===== config.mk =====
export PLATFORM = sky130hd
export DESIGN_NAME = prienc4_2_q_flat
export DESIGN_NICKNAME = d
export VERILOG_FILES = /design/src/rtl/prienc4_2_q_pkg.sv /design/src/rtl/prienc4_2_q_if.sv /design/src/rtl/prienc4_2_q_comb.sv /design/src/rtl/prienc4_2_q.sv /design/src/flat_wrapper.sv
export SDC_FILE = /design/constraint.sdc
export NUM_CORES = 1
export LEC_CHECK = 0
export ABC_AREA = 1
export CORE_AREA = 2 2 39 41
export CTS_CLUSTER_SIZE = 30
export DETAILED_ROUTE_END_ITERATION = 10
export DIE_AREA = 0 0 41 43
export PLACE_DENSITY = 0.52
export RECOVER_POWER = 25
export SLEW_MARGIN = 20
export SYNTH_ARGS = -nofsm -noshare
export SYNTH_HDL_FRONTEND = slang
export SYNTH_SLANG_ARGS = --single-unit

===== constraint.sdc =====
create_clock -name clk -period 0.85 [get_ports clk]
set_input_delay 0.2125 -clock clk [delete_from_list [all_inputs] [get_ports clk]]
set_output_delay 0.2125 -clock clk [all_outputs]
set_load 0.01 [all_outputs]

===== src/rtl/prienc4_2_q_pkg.sv =====
// Shared constants and helpers for the registered priority encoder.
package prienc_pkg;

    localparam int PRIENC_WIDTH = 4;
    localparam int PRIENC_IDX_W = $clog2(PRIENC_WIDTH);

    // One-hot vector with bit idx set.
    function automatic logic [PRIENC_WIDTH-1:0] onehot(input logic [PRIENC_IDX_W-1:0] idx);
        logic [PRIENC_WIDTH-1:0] v;
        v = '0;
        v[idx] = 1'b1;
        return v;
    endfunction

    // Index of the highest set bit; 0 for an all-zero vector.
    function automatic logic [PRIENC_IDX_W-1:0] prio_idx(input logic [PRIENC_WIDTH-1:0] vec);
        logic [PRIENC_IDX_W-1:0] r;
        r = '0;
        for (int i = 0; i < PRIENC_WIDTH; i++) begin
            if (vec[i]) r = PRIENC_IDX_W'(i);
        end
        return r;
    endfunction

endpackage


===== src/rtl/prienc4_2_q_if.sv =====
// Request/handshake bundle between request sources, consumer and encoder.
interface prienc4_2_q_if
    import prienc_pkg::*;
#(
    parameter int WIDTH = PRIENC_WIDTH
);
    localparam int IDX_W = $clog2(WIDTH);

    logic             en;
    logic [WIDTH-1:0] req;
    logic             ack;
    logic             ovf_clr;
    logic [IDX_W-1:0] code;
    logic             valid;
    logic [WIDTH-1:0] pend;
    logic             ovf;

    modport master (
        output en, req, ack, ovf_clr,
        input  code, valid, pend, ovf
    );

    modport slave (
        input  en, req, ack, ovf_clr,
        output code, valid, pend, ovf
    );

endinterface


===== src/rtl/prienc4_2_q_comb.sv =====
// Combinational priority encode: highest set bit wins, idx reads 0 when empty.
module prienc_comb
    import prienc_pkg::*;
#(
    parameter int WIDTH = PRIENC_WIDTH,
    parameter int IDX_W = $clog2(WIDTH)
) (
    input  logic [WIDTH-1:0] vec_i,
    output logic [IDX_W-1:0] idx_o,
    output logic             any_o
);

    // Scan upward so the last (highest) set bit overwrites lower ones.
    always_comb begin
        idx_o = '0;
        any_o = 1'b0;
        for (int i = 0; i < WIDTH; i++) begin
            if (vec_i[i]) begin
                idx_o = IDX_W'(i);
                any_o = 1'b1;
            end
        end
    end

endmodule


===== src/rtl/prienc4_2_q.sv =====
// Registered priority encoder: captures request pulses into a pending
// register, presents the highest pending index, retires it on ack.
module prienc4_2_q
    import prienc_pkg::*;
#(
    parameter int WIDTH = PRIENC_WIDTH,
    parameter int IDX_W = $clog2(WIDTH)
) (
    input  logic              clk,
    input  logic              rst_n,
    prienc4_2_q_if.slave      bus
);

    logic [WIDTH-1:0] pend_q, pend_d;
    logic             ovf_q, ovf_d;
    logic [WIDTH-1:0] set_v, clr_v;
    logic             dup;
    logic [IDX_W-1:0] idx;
    logic             any;

    prienc_comb #(.WIDTH(WIDTH), .IDX_W(IDX_W)) u_comb (
        .vec_i (pend_q),
        .idx_o (idx),
        .any_o (any)
    );

    // Set/clear terms; a fresh set on a bit being cleared keeps the bit.
    always_comb begin
        set_v = bus.en ? bus.req : '0;
        clr_v = '0;
        if (any && bus.ack) clr_v[idx] = 1'b1;
        pend_d = (pend_q & ~clr_v) | set_v;
        dup    = |(set_v & pend_q & ~clr_v);
        ovf_d  = dup | (ovf_q & ~bus.ovf_clr);
    end

    // Pending and sticky-overflow flops.
    always_ff @(posedge clk or negedge rst_n) begin
        if (!rst_n) begin
            pend_q <= '0;
            ovf_q  <= 1'b0;
        end else begin
            pend_q <= pend_d;
            ovf_q  <= ovf_d;
        end
    end

    assign bus.code  = idx;
    assign bus.valid = any;
    assign bus.pend  = pend_q;
    assign bus.ovf   = ovf_q;

endmodule


===== src/flat_wrapper.sv =====
// flat-port wrapper written by rule: the top's interface ports become plain ports
module prienc4_2_q_flat import prienc_pkg::*;
#(
    parameter int WIDTH = PRIENC_WIDTH,
    parameter int IDX_W = $clog2(WIDTH)
)
  (clk, rst_n, bus_en, bus_req, bus_ack, bus_ovf_clr, bus_code, bus_valid, bus_pend, bus_ovf);
  prienc4_2_q_if #(.WIDTH(WIDTH)) bus_i ();
  input  logic clk;
  input  logic rst_n;
  input wire logic [$bits(bus_i.en)-1:0] bus_en;
  input wire logic [$bits(bus_i.req)-1:0] bus_req;
  input wire logic [$bits(bus_i.ack)-1:0] bus_ack;
  input wire logic [$bits(bus_i.ovf_clr)-1:0] bus_ovf_clr;
  output wire logic [$bits(bus_i.code)-1:0] bus_code;
  output wire logic [$bits(bus_i.valid)-1:0] bus_valid;
  output wire logic [$bits(bus_i.pend)-1:0] bus_pend;
  output wire logic [$bits(bus_i.ovf)-1:0] bus_ovf;
  assign bus_i.en = bus_en;
  assign bus_i.req = bus_req;
  assign bus_i.ack = bus_ack;
  assign bus_i.ovf_clr = bus_ovf_clr;
  assign bus_code = bus_i.code;
  assign bus_valid = bus_i.valid;
  assign bus_pend = bus_i.pend;
  assign bus_ovf = bus_i.ovf;
  prienc4_2_q #(.WIDTH(WIDTH), .IDX_W(IDX_W)) u_core (.clk(clk), .rst_n(rst_n), .bus(bus_i));
endmodule

### Word-level counts from Yosys, hierarchy flattened

Index checks and enable logic that the tools add are counted.

| cells by class | value |
|---|---|
| mux-type cells | 11 |
| reduce and logical (&&, ||, !) cells | 3 |
| $lt $le $gt $ge | 2 |
| bitwise gates (word level) | 8 |

Operator list:

| operator | number |
|---|---|
| $and 4x4->4 | 3 |
| $mux 4 | 2 |
| $mux 1 | 6 |
| $mux 2 | 2 |
| $not 4->4 | 1 |
| $or 4x4->4 | 1 |
| $reduce_or 4->1 | 1 |
| $lt 2x3->1 const B | 1 |
| $demux 1 s2 | 1 |
| $ge 2x1->1 const B | 1 |
| $logic_and 1x1->1 | 2 |
| $and 1x1->1 | 1 |
| $not 1->1 | 1 |
| $or 1x1->1 | 1 |

| storage, ports and cells | value |
|---|---|
| logic and storage cells | 26 |
| output and inout bits | 8 |
| input bits | 9 |
| register bits after elaboration | 5 |

### Depth between registers and ports, before layout

Gate-level depths: netlist (run 1).

| depth | value |
|---|---|
| depth in word-level cells | 12 |
| depth in mapped cells | 6 |
| mapped depth without buffers | 6 |

### By module

A second synthesis (run 1) with hierarchy kept.

| unflattened totals | value |
|---|---|
| cells, all modules | 52 |
| area total of the unflattened synthesis | 326.6 sq um |

Modules (own cells, without submodules):

| module | area each (sq um) | instances | cells each | seq. area each (sq um) |
|---|---|---|---|---|
| prienc4_2_q | 294.0 | 1 | 44 | 125.1 |
| prienc_comb | 32.5 | 1 | 8 | 0.0 |

### Worst setup path after synthesis (run 1)

OpenSTA, ideal clock, no wires.

| path | value |
|---|---|
| path kind | reg-to-output |
| from | register u_core.pend_q[1] (netlist: u_core.bus.pend[1]) |
| to | output port bus_code[0] |
| buffers on the path | 0 |
| setup slack | -0.127 ns |
| cell stages (with the launch flop) | 3 |
| data required time | 0.637 ns |
| arrival time | 0.765 ns |
| path through | dfrtp_1 -> inv_1 -> o21ai_0 |

| on the way | value |
|---|---|
| longest elaborated chain between the ends | 3 |

RTL lines:

| what | RTL line | RTL |
|---|---|---|
| start: declaration | prienc4_2_q.sv:14 | `logic [WIDTH-1:0] pend_q, pend_d;` |
| start signal: assignment | prienc4_2_q.sv:43 | `pend_q <= pend_d;` |
| $mux 1 | prienc4_2_q_comb.sv:18 | `if (vec_i[i]) begin` |
| $mux 2 (2 in a row) | prienc4_2_q_comb.sv:18 |  |
| end: declaration | flat_wrapper.sv:15 | `output wire logic [$bits(bus_i.code)-1:0] bus_code;` |

Every way passes these cells.

### Final worst setup path (run 1)

| path | value |
|---|---|
| from | register u_core.pend_q[1] (netlist: u_core.bus.pend[1]) |
| to | output port bus_valid |

| on the way | value |
|---|---|
| longest elaborated chain between the ends | 3 |

RTL lines:

| what | RTL line | RTL |
|---|---|---|
| $mux 1 (3 in a row) | prienc4_2_q_comb.sv:18 |  |
| end: declaration | flat_wrapper.sv:16 | `output wire logic [$bits(bus_i.valid)-1:0] bus_valid;` |

Every way passes these cells.

==> results of run 1 <==
## final cells by class
class | instances | area (um2) | share of cell area [%]
Clock buffer | 4 | 26.3 | 4.35
Inverter | 7 | 26.3 | 4.35
Multi-Input combinational cell | 26 | 170 | 28.2
Sequential cell | 5 | 126 | 20.9
Tap cell | 16 | 20.0 | 3.31
Timing Repair Buffer | 26 | 235 | 38.9
## worst register-to-register path: stages, from the launching register on
cell and delay, ns:
dfrtp_1 0.43, inv_2 0.10, buf_6 0.11, nand2_4 0.05, nand3b_1 0.08, nand2_1 0.05
inv_1 0.06, nand3_2 0.06
## flip-flops by register name, summed over array words and instances (netlist names)
register / cells
u_core.bus.pend: 4
u_core.bus.ovf: 1
## repair_timing
action	in CTS	in global routing
setup buffers	5	1
hold buffers	0	0
gates cloned	0	0
setup endpoints to repair	12	12
pin swaps	6	6
gates resized for setup	47	9
## final timing paths
kind                                                   start                      endpoint  slack [ns]
max in group asynchronous                              rst_n  u_core.bus.pend[2]$_DFF_PN0_        0.37
worst min-delay path                                   rst_n      u_core.bus.ovf$_DFF_PN0_        0.26
worst min register to register      u_core.bus.ovf$_DFF_PN0_      u_core.bus.ovf$_DFF_PN0_        0.57
worst max-delay path            u_core.bus.pend[1]$_DFF_PN0_                     bus_valid       -0.38
min in group clk                                     bus_ack  u_core.bus.pend[3]$_DFF_PN0_        0.51
worst max register to register  u_core.bus.pend[3]$_DFF_PN0_      u_core.bus.ovf$_DFF_PN0_       -0.20
## power groups by stage
stage / combinational (mW) / sequential, mW / clock, mW
finish: 0.390 / 0.312 / 0.298
global route: 0.420 / 0.317 / 0.316
CTS: 0.350 / 0.306 / 0.302
detailed placement: 0.328 / 0.306 / 0
global placement: 0.334 / 0.303 / 0
floorplan: 0.0872 / 0.325 / 0
## cell usage after synthesis, drive strengths merged
library cell	instances
dfrtp	5
nor3	1
nor2	2
nand3b	2
o2bb2ai	1
nand3	4
inv	7
o21ai	1
nand2	15
## cells by family after synthesis
| family | synth area share, % |
|---|---|
| AOI/OAI and AO/OA | 4.98 |
| buffers and inverters | 9.50 |
| DFF | 45.2 |
| and+or+nand+nor | 40.3 |
## routing by layer
layer	global-route usage (%)	up-vias
met5	0	-
met4	6.00	0
met3	6.28	4
met2	15.3	13
met1	15.3	141
li1	-	177
## through the flow
stage	util [%]	total power [mW]	cells
2_1_floorplan	-	0.412	38
3_3_place_gp	36.9	0.637	77
3_5_place_dp	36.9	0.634	77
4_1_cts	40.8	0.958	83
5_1_grt	43.7	1.05	84
6_report	43.7	1.00	84
## placed cells by master (no fill, tap or decap), drive strengths merged
cell           instances
buf                   18
nand2                 15
inv                    7
clkdlybuf4s50          6
dfrtp                  5
nand3                  4
clkbuf                 4
nand3b                 2
nor2                   2
o21ai                  1
o2bb2ai                1
nor3                   1
dlygate4sd2            1
dlygate4sd3            1
==> summary.md, run 1 <==
| Metric | Value |
|---|---|
| Outcome | finished, violations left |
| Failing checks | negative setup slack |
| Initial antenna violation count | 0 |
| Setup WS post-layout | -0.378 ns |
| Sequential Power Share | 31.2% |
| Startpoint types | flop |
| Synth warnings | 0 |
| Worst Path Buf+Inv | 1 |
| PD cells | 1650 nW/um2 |
| Number of global-route vias before repair | 291 |
| Syn Nets | 47 |
| Final setup viols | 13 |
| Routed len/inst | 11.2 um |
| Seq cells post-synth | 5 |
| Final net count | 78 |
| Slew Viols, Final | 0 |
| CTS root buffer | clkbuf_4 |
| Worst Skew | 0.00883 ns |
| IO Port Bufs | 16 |
| Post-Route WL | 944 um |
| Clock sinks | 5 |
| Placeable Area | 1380 um2 |
| CTS H-tree lvls | 1 |
| Grt ovf | 0 |
| Peak supply drop | 0.000772 V |
| First-pass GRT wire length | 1.30 mm |
| Met3 routed WL | 64 um |
| Hold WC Path Type | primary input to async pin |
| Share of layout cells above drive strength 1 | 51.5% |
| DRT Pass-1 Iters | 3 |
| Post-synth cell types | 11 |
| Sequential area share after synthesis | 45.2% |
| TritonCTS clock tree | done |
| Post-DP HPWL | 589 um |
| Crit Path Category | flop to output pin |
| Area contributors post-synth | dfrtp_1 (45%), nand2_1 (20%), inv_1 (9.5%), nand3_1 (5.4%), nand3b_1 (5.4%) |
| Placed cell areas | 510 um2 |
| Post-Syn Area | 277 um2 |
| Minimum clock period | 1.23 ns |
| Mapped Cells | 38 |
| Die Width | 41 um |
| Rel. slew slack | 76.2% |
| Worst skew pair latency | 0.26 ns |
| Starting Density | 20.0% |
| Hold Worst Slack | 0.257 ns |
| CP Max Fanout | 3 |
| Clock-pin slew on the worst setup and hold paths | 0.05 ns |
| Fin crit share | 145% |
| Max Freq | 0.814 GHz |
| Clk pwr share | 29.8% |
| DRC violations left | 0 |
| Gate power share | 39.0% |
| Critical path cell sequence | nor3_2, nand2_1, buf_2 |
| Max Buffers Root-to-Sink | 2 |
| Inserted Clock Buffers | 3 |
| RSZ-0062 raised after global routing | yes |
| Final Hold Fails | 0 |
| Sw frac | 32.6% |
| Largest net degree at the start of global routing | 6 |
| Top Layer Used | met4 |
| Post-synth top area share | 45.2% |
| Crit. End Element | output pin |
| LEAKAGE | 0.305 nW |
| WP data arrival | 1.02 ns |
| WP data required | 0.64 ns |
| Synth area leader | dfrtp_1 |
| # IOs | 17 |
| Synth-to-Final Area Change | 119% |
| Reg2Reg Depth | 7 |
| Delay-heaviest family, CP | flip-flops |
| Filler cells | 137 |
| Vias | 335 |
| Die area | 1760 um2 |
| Vias per cell | 3.99 |
| Final Wtd Congestion | 0.759 |
| Row count | 14 |
| Max stage delay on crit path | 0.40 ns |
| Finished Cell Area | 604 um2 |
| Int Power | 0.674 mW |
| Number of diodes | 0 |
| Avg Inst Size Synth | 7.28 um2 |
| Starting DRT DRC Count | 2 |
| Place WS | -0.519 ns |
| Crit path depth | 3 |
| Max-cap violation count | 0 |
| Post-DRT Antenna Nets | 0 |
| Net Switching | 0.325 mW |
| WL met1 | 391 um |
| Least-Margin Pin Slew | 0.357 ns |
| DR WL met2 | 464 um |
| Setup TNS | -2.95 ns |
| Die height | 43 um |
| Slowest stage cell, crit path | dfrtp_1 |
| GRT Overall Usage | 11.8% |
Note: power is estimated with default switching activity, not from simulation.
==> run 2, diff against run 1 <==
--- a/config.mk
+++ b/config.mk
@@ -12,6 +12,7 @@
 export DIE_AREA = 0 0 41 43
 export PLACE_DENSITY = 0.52
 export RECOVER_POWER = 25
+export SKIP_CTS_REPAIR_TIMING = 1
 export SLEW_MARGIN = 20
 export SYNTH_ARGS = -nofsm -noshare
 export SYNTH_HDL_FRONTEND = slang
==> run 2 against run 1 <==
The flow still finishes with violations (negative setup slack). Clock skew down 0.00094 ns. Utilization down 0.81 points. Hold slack better by 0.0070 ns.
==> summary.md, run 2 (same netlist as run 1, synthesis figures left out) <==
| Metric | Value |
|---|---|
| Outcome | finished, violations left |
| Failing checks | negative setup slack |
| Clock-pin slew on the worst setup and hold paths | 0.05 ns (about the same) |
| Vias | 339 (+1.2%) |
| Grt ovf | 0 (unchanged) |
| Die area | 1760 um2 (unchanged) |
| Clock sinks | 5 (unchanged) |
| Least-Margin Pin Slew | 0.316 ns (-0.0410 ns) |
| Share of layout cells above drive strength 1 | 52.2% (+0.77 points) |
| Minimum clock period | 1.27 ns (+0.0452 ns) |
| Most common library cell in the layout ignoring fill and taps | nand2_1 |
| R2r setup slk | -0.33 ns (-0.13 ns) |
| DRC violations left | 0 (unchanged) |
| Max-cap violation count | 0 (unchanged) |
| R2r endpoint | u_core.bus.ovf$_DFF_PN0_ |
| Delay-heaviest family, CP | flip-flops |
| Max Freq | 0.785 GHz (-3.5%) |
| Rel. slew slack | 78.9% (+2.7 points) |
| Starting Density | 20.0% (unchanged) |
| First-pass GRT wire length | 1.20 mm (-7.5%) |
| # IOs | 17 (unchanged) |
| Max stage delay on crit path | 0.42 ns (+0.02 ns) |
| Setup TNS | -3.14 ns (-0.194 ns) |
| Largest net degree at the start of global routing | 6 (unchanged) |
| Die Width | 41 um (unchanged) |
| Commonest non-fill, non-tap cells in the layout | nand2_1 (10), buf_6 (9), clkdlybuf4s50_1 (7) |
| RSZ-0062 raised after global routing | yes |
| WP data arrival | 1.06 ns (+0.04 ns) |
| Crit. End Element | output pin |
| Post-DP HPWL | 589 um (unchanged) |
| Filler cells | 142 (+3.6%) |
| Max reg flops | 4 (unchanged) |
| Peak supply drop | 0.000846 V (+9.6%) |
| Final Hold Fails | 0 (unchanged) |
| CTS root buffer | clkbuf_4 |
| Number of diodes | 0 (unchanged) |
| PD cells | 1670 nW/um2 (+0.69%) |
| Critical path cell sequence | buf_6, nor2_4, inv_2, buf_6 |
| Hold WC Path Type | primary input to async pin |
| Startpoint types | flop |
| Fin crit share | 150% (+5.3 points) |
| Post-Route WL | 882 um (-6.6%) |
| Die height | 43 um (unchanged) |
| GRT Overall Usage | 11.0% (-0.81 points) |
| Cell mode on critical path | buf_6 |
| IO Port Bufs | 16 (unchanged) |
| Non-Filler Instances | 83 (-1.2%) |
| Post-Place Cells | 77 (unchanged) |
| CTS H-tree lvls | 1 (unchanged) |
| TritonCTS clock tree | done |
| Slew Viols, Final | 0 (unchanged) |
| Worst setup endpoint | bus_code[1] |
| Area of the multi-input gates | 163 um2 (-4.4%) |
| Row count | 14 (unchanged) |
| CP startpoint | u_core.bus.pend[2]$_DFF_PN0_ |
| Final Wtd Congestion | 0.759 (unchanged) |
| WP data required | 0.64 ns (about the same) |
| DRT Pass-1 Iters | 4 (+1) |
| Synth-to-Final Area Change | 114% |
| CP Max Fanout | 3 (unchanged) |
| Placed cell areas | 510 um2 (unchanged) |
| Place WS | -0.519 ns (unchanged) |
| LEAKAGE | 0.294 nW (-3.5%) |
| Post-DRT Antenna Nets | 0 (unchanged) |
| Slowest stage cell, crit path | dfrtp_2 |
| Setup WS post-layout | -0.423 ns (-0.0452 ns) |
| Worst Path Buf+Inv | 3 (+2) |
| Vias per cell | 4.08 (+2.4%) |
| R2R Path Start | u_core.bus.pend[2]$_DFF_PN0_ |
| Final setup viols | 13 (unchanged) |
| Number of global-route vias before repair | 275 (-5.5%) |
| Crit Path Category | flop to output pin |
| Max Buffers Root-to-Sink | 2 (unchanged) |
| Initial antenna violation count | 0 (unchanged) |
| Starting DRT DRC Count | 10 (+8) |
| Hold Worst Slack | 0.264 ns (+0.00702 ns) |
| FF+latch area | 126 um2 (unchanged) |
| Routed len/inst | 10.6 um (-5.4%) |
| Crit path depth | 4 (+1) |
| Placeable Area | 1380 um2 (unchanged) |
| Finished Cell Area | 593 um2 (-1.9%) |
| Inserted Clock Buffers | 3 (unchanged) |
| Worst Skew | 0.00789 ns (-0.000941 ns) |
| Reg2Reg Depth | 8 (+1) |
| Worst skew pair latency | 0.25 ns (about the same) |
| Final net count | 77 (-1.3%) |
[run 2: per-layer routing]
layer / wire length [um] / GRT usage, % / vias to the layer above
li1: - / - / 175
met1: 391 / 15.6 / 147
met2: 401 / 12.5 / 15
met3: 70 / 6.28 / 2
met4: 19 / 6.00 / 0
met5: 0 / 0 / -
[run 2: area by class of cell]
| cell class | instances | share of cell area (%) |
|---|---|---|
| tap | 16 | 3.38 |
| sequential | 5 | 21.3 |
| multi-input combinational | 26 | 27.4 |
| timing repair buffer | 25 | 39.0 |
| clock buffer | 4 | 4.43 |
| inverter | 7 | 4.43 |
[run 2: where the power goes]
| part | switching, mW | total [mW] | leakage [nW] | internal (mW) |
|---|---|---|---|---|
| clock | 0.111 | 0.289 | 0.0150 | 0.178 |
| combinational | 0.175 | 0.399 | 0.225 | 0.224 |
| sequential | 0.0262 | 0.300 | 0.0543 | 0.274 |
[run 2: how the worst min path moves through the flow]
stage / start / endpoint / slack (ns) / depth (start not counted)
after floorplan: rst_n / u_core.bus.ovf$_DFF_PN0_ / -0.08 / 0
after global placement: rst_n / u_core.bus.ovf$_DFF_PN0_ / 0.47 / 1
after detailed placement: rst_n / u_core.bus.ovf$_DFF_PN0_ / 0.47 / 1
after CTS: rst_n / u_core.bus.ovf$_DFF_PN0_ / 0.20 / 1
after global routing: rst_n / u_core.bus.ovf$_DFF_PN0_ / 0.28 / 1
final: rst_n / u_core.bus.ovf$_DFF_PN0_ / 0.26 / 1
[run 2: through the flow]
stage / util [%] / total power [mW]
after detailed placement: 36.9 / 0.634
final: 42.9 / 0.988
after global placement: 36.9 / 0.637
after CTS: 38.8 / 0.934
after global routing: 42.9 / 1.05
after floorplan: - / 0.412
